### src/rtl/fpu_cvt_s_w_pkg.sv
// Shared FPU definitions: coprocessor1 op codes, single-precision field constants
// and the state encoding of the integer-to-float conversion engine.
package fpu_cvt_s_w_pkg;

  localparam int FP_BIAS  = 127;
  localparam int FP_EXP_W = 8;
  localparam int FP_MAN_W = 23;

  typedef enum logic [1:0] {
    FP_OP_ADD   = 2'd0,
    FP_OP_SUB   = 2'd1,
    FP_OP_CVTSW = 2'd2
  } fp_op_e;

  typedef enum logic [1:0] {
    CVT_IDLE  = 2'd0,
    CVT_NORM  = 2'd1,
    CVT_ROUND = 2'd2,
    CVT_DONE  = 2'd3
  } cvt_state_e;

  // Two's-complement magnitude; 32'h80000000 maps onto itself as an unsigned value.
  function automatic logic [31:0] abs32(input logic [31:0] v);
    return v[31] ? (~v + 32'd1) : v;
  endfunction

endpackage

### src/rtl/fpu_cvt_s_w_if.sv
// Handshake bundle for the conversion engine: integer operand in, packed single out.
// Both sides follow valid/ready: a transfer happens on a clk edge where valid and ready are both high;
// the source holds valid and data stable until that edge, and the result side holds its data while valid waits on ready.
interface fpu_cvt_s_w_if;

  logic        in_valid;
  logic        in_ready;
  logic [31:0] int_data;
  logic        out_valid;
  logic        out_ready;
  logic [31:0] float_res;
  logic        inexact;

  modport master (
    output in_valid,
    input  in_ready,
    output int_data,
    input  out_valid,
    output out_ready,
    input  float_res,
    input  inexact
  );

  modport slave (
    input  in_valid,
    output in_ready,
    input  int_data,
    output out_valid,
    input  out_ready,
    output float_res,
    output inexact
  );

endinterface

### src/rtl/fpu_round_pack.sv
// Combinational round-to-nearest-even and field packing of a normalized magnitude
// (leading one at bit 31) into a single-precision word.
module fpu_round_pack
  import fpu_cvt_s_w_pkg::*;
#(
  parameter int EXP_W = FP_EXP_W,
  parameter int MAN_W = FP_MAN_W
) (
  input  logic                     sign,
  input  logic [EXP_W-1:0]         exp,
  input  logic [31:0]              mag,
  output logic [EXP_W+MAN_W:0]     res,
  output logic                     inexact
);

  logic [MAN_W-1:0] man;
  logic             guard;
  logic             sticky;
  logic             round_up;
  logic [MAN_W:0]   man_sum;
  logic [EXP_W-1:0] exp_adj;

  always_comb begin
    man      = mag[30 -: MAN_W];
    guard    = mag[30-MAN_W];
    sticky   = |mag[29-MAN_W:0];
    round_up = guard & (sticky | man[0]);
    // A carry out of the mantissa leaves the stored field at zero and bumps the exponent.
    man_sum  = {1'b0, man} + {{MAN_W{1'b0}}, round_up};
    exp_adj  = exp + {{(EXP_W-1){1'b0}}, man_sum[MAN_W]};
    res      = {sign, exp_adj, man_sum[MAN_W-1:0]};
    inexact  = guard | sticky;
  end

endmodule

### src/rtl/fpu_cvt_s_w.sv
// MIPS cvt.s.w engine: signed 32-bit integer to IEEE-754 single, RNE rounding,
// normalizing one bit per cycle behind valid/ready handshakes.
module fpu_cvt_s_w
  import fpu_cvt_s_w_pkg::*;
#(
  parameter int BIAS  = FP_BIAS,
  parameter int EXP_W = FP_EXP_W,
  parameter int MAN_W = FP_MAN_W
) (
  input  logic         clk,
  input  logic         reset,
  fpu_cvt_s_w_if.slave bus,
  output cvt_state_e   fsm_state
);

  localparam logic [EXP_W-1:0] EXP_START = EXP_W'(BIAS + 31);

  cvt_state_e       state_q;
  cvt_state_e       state_d;
  logic             sign_q;
  logic [31:0]      mag_q;
  logic [EXP_W-1:0] exp_q;
  logic [31:0]      res_q;
  logic             inexact_q;
  logic [31:0]      rp_res;
  logic             rp_inexact;

  fpu_round_pack #(
    .EXP_W (EXP_W),
    .MAN_W (MAN_W)
  ) u_round_pack (
    .sign    (sign_q),
    .exp     (exp_q),
    .mag     (mag_q),
    .res     (rp_res),
    .inexact (rp_inexact)
  );

  always_ff @(posedge clk) begin
    if (reset) begin
      state_q <= CVT_IDLE;
    end else begin
      state_q <= state_d;
    end
  end

  // A zero operand is resolved in NORM so it spends one cycle before DONE.
  always_comb begin
    state_d = state_q;
    case (state_q)
      CVT_IDLE: begin
        if (bus.in_valid) state_d = CVT_NORM;
      end
      CVT_NORM: begin
        if (mag_q == 32'd0)   state_d = CVT_DONE;
        else if (mag_q[31])   state_d = CVT_ROUND;
      end
      CVT_ROUND: begin
        state_d = CVT_DONE;
      end
      CVT_DONE: begin
        if (bus.out_ready) state_d = CVT_IDLE;
      end
      default: begin
        state_d = CVT_IDLE;
      end
    endcase
  end

  always_ff @(posedge clk) begin
    if (reset) begin
      sign_q    <= 1'b0;
      mag_q     <= 32'd0;
      exp_q     <= '0;
      res_q     <= 32'd0;
      inexact_q <= 1'b0;
    end else begin
      case (state_q)
        CVT_IDLE: begin
          if (bus.in_valid) begin
            sign_q <= bus.int_data[31];
            mag_q  <= abs32(bus.int_data);
            exp_q  <= EXP_START;
          end
        end
        CVT_NORM: begin
          if (mag_q == 32'd0) begin
            res_q     <= 32'd0;
            inexact_q <= 1'b0;
          end else if (!mag_q[31]) begin
            mag_q <= mag_q << 1;
            exp_q <= exp_q - EXP_W'(1);
          end
        end
        CVT_ROUND: begin
          res_q     <= rp_res;
          inexact_q <= rp_inexact;
        end
        default: begin
        end
      endcase
    end
  end

  assign bus.in_ready  = (state_q == CVT_IDLE);
  assign bus.out_valid = (state_q == CVT_DONE);
  assign bus.float_res = res_q;
  assign bus.inexact   = inexact_q;
  assign fsm_state     = state_q;

endmodule

### src/flat_wrapper.sv
// flat-port wrapper written by rule: the top's interface ports become plain ports
module fpu_cvt_s_w_flat import fpu_cvt_s_w_pkg::*;
#(
  parameter int BIAS  = FP_BIAS,
  parameter int EXP_W = FP_EXP_W,
  parameter int MAN_W = FP_MAN_W
)
  (clk, reset, fsm_state, bus_in_valid, bus_in_ready, bus_int_data, bus_out_valid, bus_out_ready, bus_float_res, bus_inexact);
  fpu_cvt_s_w_if bus_i ();
  input  logic clk;
  input  logic reset;
  output cvt_state_e fsm_state;
  input wire logic [$bits(bus_i.in_valid)-1:0] bus_in_valid;
  output wire logic [$bits(bus_i.in_ready)-1:0] bus_in_ready;
  input wire logic [$bits(bus_i.int_data)-1:0] bus_int_data;
  output wire logic [$bits(bus_i.out_valid)-1:0] bus_out_valid;
  input wire logic [$bits(bus_i.out_ready)-1:0] bus_out_ready;
  output wire logic [$bits(bus_i.float_res)-1:0] bus_float_res;
  output wire logic [$bits(bus_i.inexact)-1:0] bus_inexact;
  assign bus_i.in_valid = bus_in_valid;
  assign bus_in_ready = bus_i.in_ready;
  assign bus_i.int_data = bus_int_data;
  assign bus_out_valid = bus_i.out_valid;
  assign bus_i.out_ready = bus_out_ready;
  assign bus_float_res = bus_i.float_res;
  assign bus_inexact = bus_i.inexact;
  fpu_cvt_s_w #(.BIAS(BIAS), .EXP_W(EXP_W), .MAN_W(MAN_W)) u_core (.clk(clk), .reset(reset), .bus(bus_i), .fsm_state(fsm_state));
endmodule
### config.mk
export PLATFORM = sky130hd
export DESIGN_NAME = fpu_cvt_s_w_flat
export DESIGN_NICKNAME = d
export VERILOG_FILES = /design/src/rtl/fpu_cvt_s_w_pkg.sv /design/src/rtl/fpu_cvt_s_w_if.sv /design/src/rtl/fpu_round_pack.sv /design/src/rtl/fpu_cvt_s_w.sv /design/src/flat_wrapper.sv
export SDC_FILE = /design/constraint.sdc
export NUM_CORES = 1
export LEC_CHECK = 0
export CAP_MARGIN = 25
export CORE_ASPECT_RATIO = 0.75
export CORE_MARGIN = 1.5
export CORE_UTILIZATION = 50
export CTS_BUF_LIST = sky130_fd_sc_hd__clkbuf_8 sky130_fd_sc_hd__clkbuf_16
export DETAILED_ROUTE_END_ITERATION = 8
export PLACE_DENSITY = 0.77
export SYNTH_ARGS = -nofsm -noshare
export SYNTH_HDL_FRONTEND = slang
export SYNTH_SLANG_ARGS = --single-unit
### constraint.sdc
create_clock -name clk -period 2.3 [get_ports clk]
set_input_delay 0.23 -clock clk [delete_from_list [all_inputs] [get_ports clk]]
set_output_delay 0.23 -clock clk [all_outputs]
set_load 0.05 [all_outputs]
* Word level (Yosys, flattened, before mapping) *
Cells that the tools add are included.
W data, S select, Z words.

cells by class
  add/sub/neg operators = 4
  equal/unequal tests = 9
  mux-type cells = 18
  bitwise operators = 4
  reduce and logical (&&, ||, !) cells = 10

operators with widths
  operator                 number
  $mux W32                 5
  $pmux W32 S2             2
  $add A32 B1 Y32 const B  1
  $logic_not A32 Y1        1
  $not A32 Y32             1
  $add A23 B1 Y24          1
  $mux W8                  3
  $pmux W8 S2              1
  $add A8 B1 Y8            1
  $mux W2                  4
  $pmux W2 S4              1
  $sub A8 B1 Y8 const B    1
  $reduce_or A7 Y1         1
  $ne A2 B2 Y1 const B     3
  $reduce_and A3 Y1        2
  $eq A2 B2 Y1 const B     2
  $ne A2 B1 Y1 const B     2
  $reduce_and A2 Y1        2
  $reduce_and A4 Y1        1
  $reduce_bool A2 Y1       2
  $ne A3 B1 Y1 const B     1
  $eq A2 B1 Y1 const B     1
  $logic_not A2 Y1         1
  $or A1 B1 Y1             2
  3 further kinds          3

storage, ports and cells
  bits in registers = 76
  bits of input ports = 36
  output and inout bits = 37
  logic and storage cells = 52

* Longest topological paths before layout *
Gate-level depths: netlist of run 1.

  word-level depth = 6
  depth in mapped cells = 11
  mapped depth without buffers = 9

* Cells and area by module *
From an unflattened synthesis of run 1, not the netlist that was laid out.

second synthesis, totals
  cell total of the unflattened synthesis = 591
  area, all modules = 4760.8 um2

modules (own cells, without submodules)
  module          instances  cells an instance  area an instance (um2)  seq. area each (um2)
  fpu_cvt_s_w     1          505                4152.7                  1521.5
  fpu_round_pack  1          86                 608.1                   0.0

* Worst setup path before layout of run 1 *
No wires, ideal clock.

  kind = register -> register
  from = register u_core.state_q[0], in the netlist u_core.fsm_state[0]
  to = register u_core.mag_q[25]
  library setup time = 0.070 ns
  data arrival time = 2.857 ns
  data required time = 2.230 ns
  setup slack = -0.627 ns
  cell stages (with the launch flop) = 10
  buffers on the path = 3
  period minus slack after synthesis = 2.927 ns
  path through = dfxtp_1 -> inv_1 -> ha_1 -> clkbuf_1 -> mux2_2 -> nand2_1 -> clkbuf_1 -> clkbuf_1 -> a32oi_1 -> a21oi_1

between the ends
  word-level cells in the longest chain between the ends = 3
  elaborated cells between the ends (all ways) = 8
  classes of those cells = 4 x eq/ne; 1 x mux; 3 x reduce/logical

ends and longest elaborated chain
  what                                                                 RTL line            RTL
  start: declaration                                                   fpu_cvt_s_w.sv:18   cvt_state_e state_q;
  start signal: assignment                                             fpu_cvt_s_w.sv:43   state_q <= state_d;
  $logic_not A2 Y1 *                                                   n/a
  via bus_in_ready                                                     flat_wrapper.sv:14  output wire logic [$bits(bus_i.in_ready)-1:0] bus_in_ready;
  $ne A2 B2 Y1 (no line) / $reduce_bool A2 Y1 (equally long branches)  n/a
  $reduce_and A4 Y1 (no line)                                          n/a
  end signal: assignment                                               fpu_cvt_s_w.sv:82   mag_q <= abs32(bus.int_data);
  end signal: assignment                                               fpu_cvt_s_w.sv:91   mag_q <= mag_q << 1;
  end: declaration                                                     fpu_cvt_s_w.sv:21   logic [31:0] mag_q;

Mark *: on every way through the listed nets, which the timed path passes. The rest lies on a longest branch.
A chain may end at the register's enable or synchronous reset.

* Worst setup path after layout of run 1 *
  from = input bus_int_data[6]
  to = register u_core.mag_q[30]

between the ends
  word-level cells in the longest chain between the ends = 5

ends and longest elaborated chain
  what                RTL line               RTL
  start: declaration  flat_wrapper.sv:15     input wire logic [$bits(bus_i.int_data)-1:0] bus_int_data;
  $not A32 Y32        fpu_cvt_s_w_pkg.sv:24  return v[31] ? (~v + 32'd1) : v;
  $add A32 B1 Y32     fpu_cvt_s_w_pkg.sv:24
  $mux W32            fpu_cvt_s_w_pkg.sv:24
  $mux W32            fpu_cvt_s_w.sv:80      if (bus.in_valid) begin
  $pmux W32 S2        fpu_cvt_s_w.sv:78      case (state_q)

No other way between the ends. The select of a mux whose other input is x is not followed.

==> results of run 1 <==
[layout by cell type, fill, tap and decap left out, types with 8 or more instances in the layout]
| master | synthesis | final |
|---|---|---|
| nand3_1 | 46 | 46 |
| xor2_1 | 21 | 21 |
| o21ai_0 | 32 | 30 |
| dfxtp_1 | 76 | 69 |
| nor3_1 | 25 | 24 |
| clkdlybuf4s50_1 | 0 | 65 |
| buf_4 | 0 | 98 |
| inv_1 | 21 | 22 |
| a21oi_1 | 61 | 60 |
| mux2i_1 | 9 | 8 |
| nor4_1 | 24 | 23 |
| clkbuf_16 | 0 | 9 |
| nand4_1 | 14 | 14 |
| a211oi_1 | 9 | 9 |
| xnor2_1 | 19 | 19 |
| and3_1 | 9 | 8 |
| nor2_1 | 26 | 26 |
| nand2_1 | 65 | 65 |
[per-layer routing]
| metal | wire, um | track usage, % |
|---|---|---|
| met2 | 7720 | 54.5 |
| met3 | 1330 | 7.53 |
| met4 | 440 | 13.2 |
| met5 | 0 | 0 |
| met1 | 6680 | 38.3 |
[state kept, by name (all words and copies together), names as in the netlist]
name                  count
u_core.bus.inexact        1
u_core.sign_q             1
u_core.bus.float_res     32
u_core.exp_q              8
u_core.mag_q             32
u_core.fsm_state          2
[layout make-up]
type                       count  area (sq um)  area share, %
sequential                    76          1530           22.2
clock inverter                 5          46.3          0.671
timing repair buffer         176          1550           22.5
clock buffer                  10           239           3.46
inverter                      23          86.3           1.25
multi-input combinational    494          3280           47.5
tap                          132           165           2.39
[power groups by stage]
stage | logic (mW) | clock network [mW] | registers (mW)
after floorplan | 2.34 | 0 | 2.02
after global placement | 3.77 | 0 | 2.02
after detailed placement | 3.89 | 0 | 2.04
after CTS | 3.92 | 1.40 | 2.02
after global routing | 4.41 | 1.45 | 2.09
final | 4.09 | 1.38 | 2.05
[per-stage QoR]
step           cell area, sq um  power (mW)  TNS, ns  setup slack (ns)
4_1_cts                    6770        7.34        0           0.00152
6_report                   6900        7.52        0            0.0223
2_1_floorplan              4970        4.37        0           0.00250
3_5_place_dp               6440        5.94    -7.19            -0.502
5_1_grt                    6900        7.95  -0.0261           -0.0207
3_3_place_gp               6440        5.79    -5.92            -0.446
[worst min path at each step]
stage / startpoint / endpoint
finish: bus_int_data[0] / u_core.mag_q[0]$_SDFFE_PP0P_
global route: bus_int_data[0] / u_core.mag_q[0]$_SDFFE_PP0P_
CTS: reset / u_core.bus.inexact$_SDFFE_PP0P_
detailed placement: u_core.bus.float_res[20]$_SDFFE_PP0P_ / u_core.bus.float_res[20]$_SDFFE_PP0P_
global placement: u_core.bus.float_res[31]$_SDFFE_PP0P_ / u_core.bus.float_res[31]$_SDFFE_PP0P_
floorplan: bus_int_data[0] / u_core.mag_q[0]$_SDFFE_PP0P_
[cell families after synthesis]
| logic type | count (synthesis) | share of synthesized area [%] |
|---|---|---|
| compound gates | 179 | 24.1 |
| xor+xnor | 40 | 7.08 |
| fa+ha+maj | 9 | 2.28 |
| buf+inv | 81 | 6.58 |
| flops | 76 | 30.8 |
| mux | 11 | 2.28 |
| simple gates | 255 | 26.9 |
[what timing repair did]
item,CTS,global route
endpoints found under the setup margin,14,22
setup buffers,0,1
resized for setup,17,35
cloned,0,0
pin swaps,6,8
[worst max-delay path, stage by stage]
cell             delay [ns]
clkdlybuf4s50_1        0.45
buf_4                  0.17
or3_4                  0.37
or4_4                  0.47
or3_4                  0.41
a211o_1                0.25
and3_1                 0.15
==> flow_metrics.tcl, run 1 <==
set metrics [dict create \
    vias_per_cell 6.21 \
    drtIter0Drc 456 \
    grt_antenna_before_repair 0 \
    switching_share_pct 44.2 \
    finClkSkew_ns 0.00534 \
    cts.clk_slew.worst_paths_ns 0.05 \
    utilization_pct 71.7 \
    clock_latency_ns 0.34 \
    leakagePower_nw 2.57 \
    r2r-start "u_core.mag_q[18]$_SDFFE_PP0P_" \
    power_density_nw_per_um2 1090 \
    port_buffers 72 \
    fp.dieH_um 89.1 \
    cts.htree.levels 3 \
    status "finished clean" \
    syn_area_sq_um 4950 \
    critPathLaunch "bus_int_data[6]" \
    grt_max_degree 55 \
    wire_per_inst_um 17.7 \
    grt_pass1_wl_um 26500 \
    area.growth.synth_to_final_pct 39.5 \
    dp_hpwl_um 11800 \
    antenna_cells 0 \
    fin_crit_ns 2.28 \
    grt_pass1_vias 5475 \
    drive_gt1_share_pct 20.7 \
    endpoint "u_core.mag_q[30]$_SDFFE_PP0P_" \
    r2r_end "u_core.bus.float_res[30]$_SDFFE_PP0P_" \
    slew_violations 0 \
    reg2reg_slack_ns 0.11 \
    ff2ff_path_depth 9 \
    overflow 0 \
    yosysTopAreaCell "dfxtp_1" \
    seq_area_frac_synth_pct 30.8 \
    async_reset_ff_share_pct 0 \
    setup_violations 0 \
    fillCellCount 788 \
    syn_inst 651 \
    slew_headroom_pct 65.0 \
    p_sw_mw 3.32 \
    p_int_mw 4.19 \
    hp-class "input port to flip-flop" \
    synth_seq_cells 76 \
    synth_top_area_share_pct 30.8 \
    gp_congestion 0.935 \
    period_share_pct 99.0 \
    end_kind "flip-flop" \
    core_sq_um 9620 \
    pwr-share-clk_pct 18.3 \
    antenna_left 0 \
    start_util_pct 51.4 \
    whs_path_depth 4 \
    wl_um 16200 \
    hold_viol_final 0 \
    finalNetCount 825 \
    dieArea_sq_um 10500 \
    vias 5688 \
    synth_warnings 0 \
    worstPathRequired_ns 2.53 \
    synth_edf_count 0 \
    maxCapViolations 0 \
    cts_max_path_buffers 2 \
    yosysUniqueCellTypes 64 \
    ctsHoldBuffers 0 \
    clock_sinks 76 \
    synth_commonest_cells "76 x dfxtp_1, 65 x nand2_1, 61 x a21oi_1" \
    cp_max_fo 5 \
    drc 0 \
    ys_top_cells_by_area "dfxtp_1 31%, a21oi_1 6.2%, nand2_1 4.9%, nand3_1 4.7%, clkbuf_1 3.8%" \
    peakVddDrop_mv 0.831 \
    max_freq_ghz 0.439 \
    cts_tree "yes" \
    place_inst 900 \
    yosysMostFrequentCell "dfxtp_1" \
    hold_slack_ns 0.391 \
    rows 31 \
    comb_power_share_pct 54.4 \
    seqPwrFrac_pct 27.3 \
    crit_type "input port to flip-flop" \
    synth_area_per_cell_sq_um 7.60 \
    worst_pin_slew_ns 0.525 \
    numCtsBuffers 9 \
    ioPinCount 73 \
    first_pass_iters 6 \
    crit_path_start_kind "input port" \
    die_width_um 118 \
    arrival_ns 2.51 \
    synth_ff_type "dfxtp_1" \
    instances_no_fill 916 \
    synth_nets 696 \
    grtUsageTotal_pct 31.4 \
    cts-root-buf "clkbuf_16" \
]
Power figures use the tool's default switching activity.
==> run 2: changes to the inputs <==
Settings changed: CORE_UTILIZATION 50 to 30, CTS_CLUSTER_SIZE set to 12, PLACE_DENSITY 0.77 to not set.
==> run 2 against run 1 <==
  * Power is 1.2% lower
  * Cell count grew 8.6%
  * Worst setup slack improved by 0.024 ns
  * Clock power shrank 7%
==> flow_metrics.tcl, run 2 (synthesis results as in run 1) <==
set metrics [dict create \
    slew_headroom_pct 63.4 \
    worst_pin_slew_ns 0.545 \
    max_freq_ghz 0.444 \
    crit_family "simple AND/OR/NAND/NOR gates" \
    cts_max_path_buffers 2 \
    period_share_pct 98.0 \
    wire_per_inst_um 16.1 \
    dieArea_sq_um 17300 \
    cp_slowest_cell "or4_4" \
    overflow 0 \
    numCtsBuffers 9 \
    status "finished clean" \
    first_pass_iters 4 \
    peakVddDrop_mv 0.494 \
    layout_common_cells "96 x buf_4, 67 x dfxtp_1, 63 x nand2_1" \
    cp_max_fo 7 \
    fp.dieH_um 114 \
    fillCellCount 1622 \
    drtIter0Drc 362 \
    hold_viol_final 0 \
    grt_pass1_vias 5068 \
    fin_crit_ns 2.25 \
    ff2ff_path_depth 10 \
    slew_violations 0 \
    grt_use_met2_pct 29.3 \
    drive_gt1_share_pct 21.5 \
    vias_per_cell 5.41 \
    antenna_left 0 \
    dp_hpwl_um 11900 \
    reg2reg_slack_ns 0.09 \
    clock_sinks 76 \
    finalPower_mw 7.42 \
    crit_path_start_kind "input port" \
    final_common_cell "buf_4" \
    ioPinCount 73 \
    power_density_nw_per_um2 1050 \
    port_buffers 72 \
    drc 0 \
    grt_pass1_wl_um 25900 \
    cts.htree.levels 3 \
    r2r-start "u_core.mag_q[22]$_SDFFE_PP0P_" \
    die_width_um 151 \
    use_met1_pct 27.1 \
    rows 40 \
    maxCapViolations 0 \
    grtUsageTotal_pct 18.8 \
    use_met3_pct 3.94 \
    instances_no_fill 995 \
    cp_cell_sequence "clkdlybuf4s50_1, or4_4, or4_4, buf_6, o31a_1, mux2i_1, a21oi_1" \
    rsz0062_at_grt "true" \
    clock_latency_ns 0.34 \
    r2r_end "u_core.bus.float_res[29]$_SDFFE_PP0P_" \
    slowest_delay_ns 0.59 \
    start_util_pct 30.8 \
    area.growth.synth_to_final_pct 42.4 \
    antenna_cells 0 \
    place_inst 978 \
    end_kind "flip-flop" \
    path_common_cell "or4_4" \
    gp_congestion 0.863 \
    finalNetCount 825 \
    utilization_pct 43.8 \
    dpl_cell_area_sq_um 6570 \
    grt_max_degree 72 \
    path_buf_inv 2 \
    endpoint "u_core.mag_q[25]$_SDFFE_PP0P_" \
    hp-class "input port to flip-flop" \
    vias 5379 \
    critPathLaunch "bus_int_data[9]" \
    worstPathRequired_ns 2.52 \
    leakagePower_nw 2.61 \
    crit_type "input port to flip-flop" \
    path_depth 7 \
    final_cell_area_sq_um 7040 \
    cts.clk_slew.worst_paths_ns 0.06 \
    core_sq_um 16100 \
    cts_tree "yes" \
    grt_antenna_before_repair 0 \
    cts-root-buf "clkbuf_16" \
    setup_violations 0 \
    finClkSkew_ns 0.00742 \
    arrival_ns 2.47 \
    wl_um 16000 \
    top_usage_layer "met2" \
]
run 2: cell types whose count changed in the layout (fill, tap and decap cells not counted), sizes merged, moves of 2 or more:
cell           delta
clkdlybuf4s15     -2
clkdlybuf4s50     -3
clkinv            +4
clkinvlp          +2
dlygate4sd2       +2
dlymetal6s2s      +3
inv               -3
run 2: per-layer routing:
| metal | vias to the layer above | part of all wire (%) |
|---|---|---|
| met5 | - | 0 |
| met4 | 0 | 0.67 |
| met3 | 15 | 4.9 |
| met2 | 129 | 44 |
| met1 | 2557 | 50 |
| li1 | 2678 | - |
run 2: cell type report:
cell class | count | area, sq um | area share, %
clock buffers | 9 | 225 | 3.20
flip-flops and latches | 76 | 1530 | 21.8
inverters | 23 | 86.3 | 1.23
multi-input cells | 494 | 3310 | 47.0
clock inverters | 7 | 43.8 | 0.622
repair buffers | 176 | 1580 | 22.5
well taps | 210 | 263 | 3.73
run 2: metrics by stage:
step	hold WS [ns]	setup TNS (ns)	setup slack, ns
global route	0.418	-0.0873	-0.0455
detailed placement	0.443	-7.07	-0.563
CTS	0.400	-0.00736	-0.00736
finish	0.401	0	0.0465
global placement	0.440	-6.23	-0.505
floorplan	0.370	0	0.00250
run 2: worst min-delay path by stage:
stage | start | end | cells past startpoint
after floorplan | bus_int_data[0] | u_core.mag_q[0]$_SDFFE_PP0P_ | 2
after CTS | reset | u_core.bus.inexact$_SDFFE_PP0P_ | 3
after global placement | u_core.bus.float_res[20]$_SDFFE_PP0P_ | u_core.bus.float_res[20]$_SDFFE_PP0P_ | 2
final | reset | u_core.mag_q[0]$_SDFFE_PP0P_ | 3
after global routing | reset | u_core.mag_q[0]$_SDFFE_PP0P_ | 3
after detailed placement | u_core.bus.float_res[9]$_SDFFE_PP0P_ | u_core.bus.float_res[9]$_SDFFE_PP0P_ | 2
run 2: repair_timing:
item,CTS,global route
pin swaps,4,11
hold buffers,0,0
gates resized for setup,15,44
setup endpoints to repair,10,22
cloned,0,0
setup buffers,1,0
endpoints found under the hold margin,0,0
run 2: worst min-delay path, cell delays in order:
cell and delay (ns):
buf_2 0.13, buf_12 0.21, a21oi_1 0.13
run 2: power by group:
group	total, mW	switching (mW)	internal (mW)
sequential	2.08	0.414	1.67
combinational	4.05	2.33	1.72
clock	1.29	0.568	0.723
